## config.mk

```make
export PLATFORM = sky130hd
export DESIGN_NAME = uart_tx_arbiter
export DESIGN_NICKNAME = d
export VERILOG_FILES = /design/src/rtl/uart_tx_arbiter.sv
export SDC_FILE = /design/constraint.sdc
export NUM_CORES = 1
export LEC_CHECK = 0
export ABC_AREA = 1
export BUFFER_PORTS_ARGS = -buffer_cell sky130_fd_sc_hd__buf_2
export CAP_MARGIN = 25
export CORE_ASPECT_RATIO = 0.6
export CORE_UTILIZATION = 41
export DETAILED_ROUTE_END_ITERATION = 7
export HOLD_SLACK_MARGIN = 0.12
export SYNTH_ARGS = -nofsm -noshare
export SYNTH_HDL_FRONTEND = slang
export SYNTH_SLANG_ARGS = --single-unit
```

## constraint.sdc

```tcl
create_clock -name clk_i -period 2.9 [get_ports clk_i]
set_clock_uncertainty 0.2 [all_clocks]
set_input_delay 0.145 -clock clk_i [delete_from_list [all_inputs] [get_ports clk_i]]
set_output_delay 0.145 -clock clk_i [all_outputs]
set_load 0.05 [all_outputs]
```

## src/rtl/uart_tx_arbiter.sv

```systemverilog
// uart_tx_arbiter: round-robin arbiter sharing one UART transmit line
// between N_REQ byte sources. The frame sequencer is built in: start bit,
// 8 data bits LSB first, optional even-parity bit, stop bit. Every bit is
// BAUD_DIV clocks long.
//
// Optional feature macro: UART_ARB_PARITY_EN. When it is defined, an even
// parity slot is inserted between the data bits and the stop bit.
//
// Ports:
//   clk_i         system clock
//   rst_i         synchronous, active-high reset
//   req_i         per-requester send request (level)
//   data_i        byte k is data_i[8k+7:8k]; must stay stable while req_i[k] is high
//   ack_o         one-cycle pulse when byte k is captured
//   tx_o          serial output, idles high
//   busy_o        high while a frame is in progress
//   grant_o       index of the requester that owns the current or most recent frame
//   frame_done_o  one-cycle pulse in the last clock of the stop bit
module uart_tx_arbiter #(
  parameter int N_REQ    = 4,
  parameter int BAUD_DIV = 217,
  localparam int GW      = $clog2(N_REQ),
  localparam int TW      = $clog2(BAUD_DIV)
) (
  input  logic               clk_i,
  input  logic               rst_i,
  input  logic [N_REQ-1:0]   req_i,
  input  logic [8*N_REQ-1:0] data_i,
  output logic [N_REQ-1:0]   ack_o,
  output logic               tx_o,
  output logic               busy_o,
  output logic [GW-1:0]      grant_o,
  output logic               frame_done_o
);

`ifdef UART_ARB_PARITY_EN
  typedef enum logic [2:0] {S_IDLE, S_START, S_DATA, S_PARITY, S_STOP} state_t;
`else
  typedef enum logic [2:0] {S_IDLE, S_START, S_DATA, S_STOP} state_t;
`endif

  state_t           state_q, state_d;
  logic [TW-1:0]    timer_q;
  logic [2:0]       bit_q;
  logic [7:0]       byte_q;
  logic [GW-1:0]    last_q, grant_q;
  logic [N_REQ-1:0] ack_q;
  logic [GW-1:0]    win;
  logic             win_vld;
  logic             bit_end;

  assign bit_end = (timer_q == TW'(BAUD_DIV - 1));

  // The search starts one past the previous winner, so the most recent
  // owner is tried last. This ordering is what prevents starvation.
  always_comb begin
    int idx;
    idx     = 0;
    win     = '0;
    win_vld = 1'b0;
    for (int i = 1; i <= N_REQ; i++) begin
      idx = int'(last_q) + i;
      if (idx >= N_REQ) idx = idx - N_REQ;
      if (!win_vld && req_i[idx]) begin
        win_vld = 1'b1;
        win     = GW'(idx);
      end
    end
  end

  always_comb begin
    state_d = state_q;
    tx_o    = 1'b1;
    case (state_q)
      S_IDLE:  if (win_vld) state_d = S_START;
      S_START: begin
        tx_o = 1'b0;
        if (bit_end) state_d = S_DATA;
      end
      S_DATA: begin
        tx_o = byte_q[bit_q];
        if (bit_end && bit_q == 3'd7) begin
`ifdef UART_ARB_PARITY_EN
          state_d = S_PARITY;
`else
          state_d = S_STOP;
`endif
        end
      end
`ifdef UART_ARB_PARITY_EN
      S_PARITY: begin
        tx_o = ^byte_q;
        if (bit_end) state_d = S_STOP;
      end
`endif
      S_STOP:  if (bit_end) state_d = S_IDLE;
      default: state_d = S_IDLE;
    endcase
  end

  always_ff @(posedge clk_i) begin
    if (rst_i) begin
      state_q <= S_IDLE;
      timer_q <= '0;
      bit_q   <= '0;
      byte_q  <= '0;
      last_q  <= GW'(N_REQ - 1);
      grant_q <= '0;
      ack_q   <= '0;
    end else begin
      state_q <= state_d;
      ack_q   <= '0;
      if (state_q == S_IDLE) begin
        // The timer is held at 0 in IDLE, so the start bit always gets a
        // full BAUD_DIV clocks.
        timer_q <= '0;
        bit_q   <= '0;
        if (win_vld) begin
          byte_q      <= data_i[8*int'(win) +: 8];
          grant_q     <= win;
          last_q      <= win;
          ack_q[win]  <= 1'b1;
        end
      end else begin
        timer_q <= bit_end ? '0 : timer_q + TW'(1);
        if (state_q == S_DATA && bit_end) bit_q <= bit_q + 3'd1;
      end
    end
  end

  assign ack_o        = ack_q;
  assign busy_o       = (state_q != S_IDLE);
  assign grant_o      = grant_q;
  assign frame_done_o = (state_q == S_STOP) && bit_end;

endmodule
```

==> metrics.yaml <==
synth_warnings: 0
finalSetupViolations: 0
numCtsBuffers: 5
gp_congestion: 0.864
area_growth_pct: 31.2
drc_errors: 0
drive_gt1_frac: 0.245
layout.nets: 428
worstPathArrival_ns: 2.50
fp.dieH_um: 56.4
finalWirelength_mm: 5.14
final_cell_area_mm2: 0.00266
wl_met2_mm: 2.08
clkTransAtPathRegs_ns: 0.06
yosysSeqAreaShare: 0.287
postCtsSetupBuffers: 0
antenna_found_initial: 0
syn_nets: 351
utilization: 0.570
antenna_left: 0
cp.required_ns: 2.88
rsz0062_at_grt: "false"
setup_tns_ns: 0
ir_worst_vdd_mv: 0.664
via_per_inst: 4.62
start_kind: "flip-flop"
power_density_mw_per_mm2: 1050
p_total_mw: 2.80
placed_area_mm2: 0.00227
syn_inst: 305
met3WireLength_um: 243
cap_violations: 0
fmax_ghz: 0.396
core_area_mm2: 0.00466
synth-seq-cells: 29
port_buffers: 46
r2r_slack_ns: 0.37
clkLatencyLatePin_ns: 0.28
io_pins: 47
grt_max_degree: 19
hpwlAfterDp_mm: 3.71
worst_pin_slew_ns: 0.522
num_rows: 19
postCtsHoldBufs: 30
crit_fanout: 12
avgSynthCellArea_um2: 6.63
die_w_um: 92.7
start_util: 0.434
first_pass_iters: 4
min_path_type: "in2reg"
cts_tree: "built"
dpl_worst_slack_ns: 0.399
finalCriticalPeriod_ns: 2.53
top_layer_used: "met4"
fin_crit_sh: 0.871
grt_pass1_wl_mm: 8.77
h-tree-depth: 2
grt_usage: 0.217
slew_viol_final: 0
cp-end-kind: "flip-flop"
path_class: "reg2reg"
cts_resized: 0
cts-root-buf: "clkbuf_8"
clk_path_buf_depth: 2
netlist-cell-type-count: 30
leakagePower_nw: 1.34
wl_per_cell_um: 11.5
grt_pass1_vias: 1980
clock_sinks: 29
num_vias: 2061
syn_area_mm2: 0.00202
overflow: 0
finalHoldViolations: 0
drt_iter0_markers: 106
wl_met1_mm: 2.74
num_antenna_cells: 0
slew_headroom: 0.649
status: "finished clean"
fin_ws_ns: 0.374
dieArea_mm2: 0.00523
[state kept, by name (all words and copies together) (netlist names)]
name	flops
ack_o	4
bit_q	3
byte_q	8
grant_o	2
last_q	2
state_q	2
timer_q	8
[synth_stat cells]
cell type / n / area share
nand2_2: 20 / 0.062
buf_8: 1 / 0.0074
buf_4: 1 / 0.0037
xor2_1: 3 / 0.013
or2_2: 3 / 0.0093
dfxtp_1: 29 / 0.29
o31a_1: 1 / 0.0043
a21oi_1: 16 / 0.040
nand3_1: 24 / 0.059
inv_2: 6 / 0.011
o21ai_0: 11 / 0.027
nand2_4: 5 / 0.028
nor3_1: 5 / 0.012
xnor2_1: 1 / 0.0043
inv_1: 32 / 0.059
nor2_8: 1 / 0.0099
ha_1: 8 / 0.049
nand3_4: 3 / 0.026
buf_6: 3 / 0.017
nor2_1: 23 / 0.043
clkbuf_1: 1 / 0.0019
nor4_1: 1 / 0.0031
nand2_1: 94 / 0.17
clkinv_1: 1 / 0.0019
a21oi_4: 1 / 0.0080
nor2_4: 1 / 0.0056
o21ai_1: 2 / 0.0049
nand4_1: 5 / 0.015
o211ai_1: 2 / 0.0074
nand3_2: 1 / 0.0049
[power breakdown]
group / total, mW / switching (mW) / internal, mW / leakage (nW)
clock: 0.318 / 0.152 / 0.166 / 0.0450
sequential: 0.585 / 0.0768 / 0.508 / 0.238
combinational: 1.89 / 1.31 / 0.584 / 1.06
[cells by family after synthesis]
kind of cell,after synthesis,synth area share
simple gates,186,0.453
buf+inv,45,0.102
compound gates,33,0.0915
flops,29,0.287
fa+ha+maj,8,0.0495
xor+xnor,4,0.0173
[per-layer routing]
layer / global-route usage / vias up
li1: - / 1119
met1: 0.305 / 886
met2: 0.320 / 47
met3: 0.0556 / 9
met4: 0.0747 / 0
met5: 0 / -
[worst paths after layout]
check                                             from                endpoint  cells past startpoint
worst max-delay path            last_q[0]$_SDFFE_PP1P_  byte_q[7]$_SDFFE_PP0P_                     15
worst min-delay path                        data_i[10]  byte_q[2]$_SDFFE_PP0P_                      7
worst max register to register  last_q[0]$_SDFFE_PP1P_  byte_q[7]$_SDFFE_PP0P_                     15
worst min register to register   timer_q[4]$_SDFF_PP0_   timer_q[4]$_SDFF_PP0_                      2
[worst max-delay path: stages (launching register included)]
cell and delay [ns]:
dfxtp_1 0.61, inv_2 0.23, nand2_1 0.13, nand2_2 0.09
nand2_4 0.08, nand2_4 0.06, inv_2 0.10, nand3_1 0.11
clkinv_1 0.08, nand2_1 0.06, nand2_2 0.26, nor2_1 0.11
nand2_1 0.07, nand3_1 0.07, nor2_1 0.12, nor2_1 0.05
[layout make-up]
| type | count | area (µm²) |
|---|---|---|
| inverters | 39 | 146 |
| multi-input cells | 231 | 1240 |
| fillers | 463 | 2000 |
| clock inverters | 2 | 10.0 |
| clock buffers | 6 | 72.6 |
| well taps | 63 | 78.8 |
| flip-flops and latches | 29 | 581 |
| repair buffers | 76 | 531 |
[stage by stage]
stage | std cells | hold slack [ns]
after floorplan | 305 | 0.132
after global placement | 408 | 0.260
after detailed placement | 408 | 0.269
after CTS | 446 | 0.148
after global routing | 446 | 0.184
final | 446 | 0.151
[cell usage in the layout, fill, tap and decap left out, types with 3 or more instances in the layout]
cell type / n
xor2_1: 3
o21ai_0: 11
nand2_4: 5
nor2_1: 23
nand4_1: 5
dlygate4sd3_1: 30
dfxtp_1: 29
nor3_1: 5
a21oi_1: 16
ha_1: 8
or2_2: 3
inv_1: 32
nand2_1: 94
inv_2: 6
nand2_2: 20
clkbuf_8: 5
nand3_1: 24
nand3_4: 3
buf_2: 46
No activity file was read; power rests on OpenSTA's default activity.
